**config.mk**
```make
export PLATFORM = sky130hd
export DESIGN_NAME = add_inverse
export DESIGN_NICKNAME = d
export VERILOG_FILES = /design/src/rtl/add_pkg.sv /design/src/rtl/result_fifo.sv /design/src/rtl/add_inverse.sv
export SDC_FILE = /design/constraint.sdc
export NUM_CORES = 1
export LEC_CHECK = 0
export BUFFER_PORTS_ARGS = -buffer_cell sky130_fd_sc_hd__buf_2
export CAP_MARGIN = 15
export CORE_MARGIN = 2
export CORE_UTILIZATION = 50
export CTS_CLUSTER_DIAMETER = 30
export CTS_CLUSTER_SIZE = 20
export DETAILED_ROUTE_END_ITERATION = 6
export PLACE_DENSITY = 0.75
export SLEW_MARGIN = 20
export SYNTH_ARGS = -nofsm -noshare
export SYNTH_HDL_FRONTEND = slang
export SYNTH_SLANG_ARGS = --single-unit
```
**constraint.sdc**
```tcl
create_clock -name clk -period 4.7 [get_ports clk]
set_input_delay 0.235 -clock clk [delete_from_list [all_inputs] [get_ports clk]]
set_output_delay 0.235 -clock clk [all_outputs]
set_load 0.005 [all_outputs]
```
**src/rtl/add_pkg.sv**
```systemverilog
// Shared types for the add/add-inverse pair.
package add_pkg;

  localparam int unsigned W_DEF = 32;

  typedef logic [W_DEF-1:0] word_t;

  typedef struct packed {
    word_t b;
    logic  borrow;
  } inv_res_t;

endpackage

```
**src/rtl/result_fifo.sv**
```systemverilog
// Small result FIFO with count-based full/empty and a registered head.
// The head is registered so that it keeps the last popped value when the FIFO drains,
// instead of exposing whatever stale slot the read pointer lands on.
module result_fifo #(
  parameter type         T     = logic,
  parameter int unsigned DEPTH = 2
) (
  input  logic                   clk,
  input  logic                   rst,
  input  logic                   push,
  input  logic                   pop,
  input  T                       din,
  output T                       dout,
  output logic [$clog2(DEPTH):0] count
);

  localparam int unsigned PW = $clog2(DEPTH);

  T              mem_q [DEPTH];
  T              dout_q, dout_d;
  logic [PW-1:0] rptr_q, wptr_q, head_idx;
  logic [PW:0]   count_q, count_d;
  logic          push_ok, pop_ok;

  // Ignore push when full and pop when empty so callers cannot corrupt state.
  assign push_ok = push && (count_q != (PW+1)'(DEPTH));
  assign pop_ok  = pop && (count_q != '0);

  // Next count and the value that will sit at the head after this edge.
  always_comb begin
    count_d  = count_q;
    dout_d   = dout_q;
    head_idx = pop_ok ? rptr_q + PW'(1) : rptr_q;
    unique case ({push_ok, pop_ok})
      2'b10:   count_d = count_q + (PW+1)'(1);
      2'b01:   count_d = count_q - (PW+1)'(1);
      default: count_d = count_q;
    endcase
    // An entry being written this edge can only become head if it lands on head_idx.
    if (count_d != '0) begin
      dout_d = (push_ok && (head_idx == wptr_q)) ? din : mem_q[head_idx];
    end
  end

  // Pointer, count and head registers.
  always_ff @(posedge clk) begin
    if (rst) begin
      rptr_q  <= '0;
      wptr_q  <= '0;
      count_q <= '0;
      dout_q  <= '0;
    end else begin
      if (push_ok) wptr_q <= wptr_q + PW'(1);
      if (pop_ok)  rptr_q <= rptr_q + PW'(1);
      count_q <= count_d;
      dout_q  <= dout_d;
    end
  end

  // Storage; only written on an accepted push, so idle inputs never enter.
  always_ff @(posedge clk) begin
    if (push_ok) mem_q[wptr_q] <= din;
  end

  assign dout  = dout_q;
  assign count = count_q;

endmodule

```
**src/rtl/add_inverse.sv**
```systemverilog
// Recovers b = sum - a from an adder's output and one addend, flags a > sum,
// and queues the results behind a valid/ready FIFO.
module add_inverse
  import add_pkg::*;
#(
  parameter int unsigned W     = W_DEF,
  parameter int unsigned DEPTH = 2,
  parameter int unsigned CW    = 16
) (
  input  logic          clk,
  input  logic          rst,
  input  logic          in_valid,
  output logic          in_ready,
  input  logic [W-1:0]  sum,
  input  logic [W-1:0]  a,
  output logic          out_valid,
  input  logic          out_ready,
  output logic [W-1:0]  b,
  output logic          borrow,
  output logic [CW-1:0] underflow_cnt
);

  localparam int unsigned CntW = $clog2(DEPTH) + 1;

  // Same layout as inv_res_t, widened to the instance's W.
  typedef struct packed {
    logic [W-1:0] b;
    logic         borrow;
  } res_t;

  logic [CntW-1:0] count;
  logic            accept, pop;
  res_t            res_new, res_head;
  logic [CW-1:0]   ucnt_q;

  // Handshake decode from the registered count only; no path from out_ready to in_ready.
  assign in_ready  = (count != CntW'(DEPTH));
  assign out_valid = (count != '0);
  assign accept    = in_valid & in_ready;
  assign pop       = out_valid & out_ready;

  // Modular subtract and unsigned borrow detect.
  always_comb begin
    res_new.b      = sum - a;
    res_new.borrow = (a > sum);
  end

  result_fifo #(
    .T     (res_t),
    .DEPTH (DEPTH)
  ) u_fifo (
    .clk   (clk),
    .rst   (rst),
    .push  (accept),
    .pop   (pop),
    .din   (res_new),
    .dout  (res_head),
    .count (count)
  );

  // Saturating count of accepted pairs that borrowed.
  always_ff @(posedge clk) begin
    if (rst) begin
      ucnt_q <= '0;
    end else if (accept && res_new.borrow && (ucnt_q != '1)) begin
      ucnt_q <= ucnt_q + CW'(1);
    end
  end

  assign b             = res_head.b;
  assign borrow        = res_head.borrow;
  assign underflow_cnt = ucnt_q;

endmodule

```
==> flow_summary.toml <==
[status]
status = "finished clean"

[global_route]
grt_use_total_pct = 21.7
grt_pass1_vias = 5347
grt_max_degree = 65
globalRouteOverflowTotal = 0
grt_first_pass_wirelength_um = 24800
antenna_found_initial = 0

[logic_synthesis]
synth-seq-cells = 119
netlist.top_cell.by_area = "edfxtp_1"
yosys-top-cells-count = "74 x a21oi_1, 66 x edfxtp_1, 61 x nand2_1"
synth-async-reset-ratio_pct = 0
synth_ff_type = "edfxtp_1"
yosys-top-cells-area = "edfxtp_1 30%, dfxtp_1 16%, ha_1 6.4%"
synth.most_common_cell = "a21oi_1"
synth_edf_count = 66
synth_warnings = 0
syn_area_mm2 = 0.00663
syn_inst = 694
yosys.area.top_type_share_pct = 29.9
seq_area_frac_synth_pct = 45.9
avgSynthCellArea_um2 = 9.56
synth_fp_nets = 797
yosysUniqueCellTypes = 54

[power]
worst_ir_drop_vdd_v = 0.000412
p_per_area_mw_per_mm2 = 558
p_leak_nw = 3.59
power_mw = 4.47

[run]
cap_viol_max_count = 0

[worst_hold_path]
min_path_type = "primary input to flop"

[timing]
finalHoldViolCount = 0
maxSlewHeadroom_pct = 33.3
finalCritPeriodShare_pct = 77.1
fmax_ghz = 0.276
maxSlewViolCount = 0
setup_tns_ns = 0
finalSetupViolCount = 0
worst_pin_slew_ns = 0.998
skew_ns = 0.00863
rsz0062_at_grt = "false"
fin_crit_ns = 3.62

[place]
port_buffers = 118
placed_area_mm2 = 0.00738
gp_congestion = 0.803
dp.final_hpwl_um = 10800

[drt]
drt-vias-per-instance = 5.65
drt-total-wl_um = 15300
detailroute.via_count = 5613
dr.pass1.iters = 5
post-route-drc-count = 0
wire_per_inst_um = 15.4
drt-initial-drc-count = 427
antenna_left = 0

[die]
ioPinCount = 119
dieWidth_um = 119
initial_core_util_pct = 50.7
die_area_mm2 = 0.0142
rows = 42
core_area_mm2 = 0.0131
fp.dieH_um = 119

[clock_tree]
cts_buffers = 17
clk_latency_ns = 0.41
cts_tree = "built"
h-tree-depth = 4
cts_setup_buffers = 0
clockRootBuffer = "clkbuf_16"
cts_resized = 0
clkTransAtPathRegs_ns = 0.05
ctsHoldBuffers = 0
cts_num_sinks = 119
cts_max_path_buffers = 2

[critical_path]
path_class = "flop to flop"
worstPathArrival_ns = 3.89
max_stage_delay_ns = 0.64
crit_chain = "nand2b_1, and2_1, inv_1, ha_1, nor2b_1, a21oi_1, nor2_1, a31o_2, buf_4, a211oi_1, a21oi_1, nor2_1"
worst_setup_path_start_kind = "flop"
worstPathRequired_ns = 4.96
cp_max_fo = 34
crit_slowest_cell = "a31o_2"
end_kind = "flop"

[layout]
nNetsFinal = 908
diodes = 0
nFillCells = 1083
fin_area_mm2 = 0.00802
areaGrowthSynthToFinish_pct = 20.8
drive_above_1_share_pct = 19.8
-- sequential cells by signal (all words and copies together), names as in the netlist --
name           cells
u_fifo.count       2
u_fifo.wptr_q      1
u_fifo.rptr_q      1
underflow_cnt     16
u_fifo.mem_q      66
u_fifo.dout       33
-- final timing paths --
kind                        start            endpoint  slack, ns  cells after the start
setup reg to reg  u_fifo.count[0]      u_fifo.dout[6]       1.08                     12
hold reg to reg   u_fifo.dout[31]     u_fifo.dout[31]       0.44                      2
setup / recovery  u_fifo.count[0]      u_fifo.dout[6]       1.08                     12
hold / removal               a[0]  u_fifo.mem_q[0][1]       0.32                      3
-- layout by cell type, fill, tap and decap left out, types with 6 or more instances in the layout --
| cell | netlist | routed |
|---|---|---|
| nor2b_1 | 20 | 20 |
| a211oi_1 | 14 | 14 |
| nand2_1 | 61 | 60 |
| nand4_1 | 7 | 7 |
| o211ai_1 | 14 | 14 |
| edfxtp_1 | 66 | 66 |
| dfxtp_1 | 53 | 53 |
| a21o_1 | 12 | 12 |
| nor3_1 | 13 | 13 |
| and3_1 | 11 | 11 |
| nand3_1 | 10 | 10 |
| inv_1 | 46 | 46 |
| clkbuf_16 | 0 | 17 |
| o31ai_1 | 7 | 7 |
| buf_4 | 0 | 7 |
| xor2_1 | 11 | 10 |
| ha_1 | 34 | 34 |
| nor2_1 | 57 | 56 |
| xnor2_1 | 19 | 19 |
| mux2i_1 | 32 | 32 |
| buf_2 | 5 | 117 |
| mux2_1 | 9 | 9 |
| or4_1 | 6 | 6 |
| o21ai_0 | 24 | 24 |
| a21oi_1 | 74 | 74 |
-- cell type report --
class / count / area, um^2 / area share (%)
multi-input combinational: 497 / 3310 / 41.3
sequential: 119 / 3040 / 38.0
timing repair buffer: 124 / 638 / 7.96
clock buffer: 21 / 450 / 5.62
tap: 176 / 220 / 2.75
clock inverter: 11 / 178 / 2.22
inverter: 46 / 173 / 2.15
-- critical path: cells and delay by family, from the launching register on --
kind | cells | cell delay [ns]
compound gates | 4 | 0.99
buf+inv | 2 | 0.59
simple gates | 5 | 1.10
flops | 1 | 0.40
fa+ha+maj | 1 | 0.38
-- power breakdown --
part,internal [mW],leakage [nW],switching [mW]
combinational,0.616,2.22,0.938
sequential,1.41,1.05,0.135
clock,0.946,0.310,0.429
total,2.97,3.59,1.50
-- stage by stage --
step | std cells | worst slack (ns) | hold slack (ns) | util, %
after global placement | 962 | 1.20 | 0.431 | 56.4
after detailed placement | 962 | 1.09 | 0.436 | 56.4
final | 994 | 1.08 | 0.325 | 61.3
after global routing | 994 | 0.809 | 0.332 | 61.3
after CTS | 994 | 1.16 | 0.313 | 61.2
after floorplan | 694 | 1.75 | 0.435 | -
-- kinds of logic (layout without fill, tap and decap cells) --
logic type	Yosys count	after routing	share of synthesized area, %
AND/OR/NAND/NOR	209	209	15.3
adder cells (fa/ha/maj)	35	35	6.71
flip-flops	119	119	45.9
AO/OA/AOI/OAI	182	182	17.2
buffers and inverters	78	202	4.62
multiplexers	41	41	6.36
XOR/XNOR	30	30	3.96
-- routing by layer --
metal	up-vias	global-route usage [%]	part of all wire, %	wire, um
li1	2741	-	-	-
met1	2646	27.6	44	6720
met2	200	36.0	48	7380
met3	26	4.93	6.3	968
met4	0	8.26	1.8	271
met5	-	0	0	0
No activity file was read; power rests on OpenSTA's default activity.
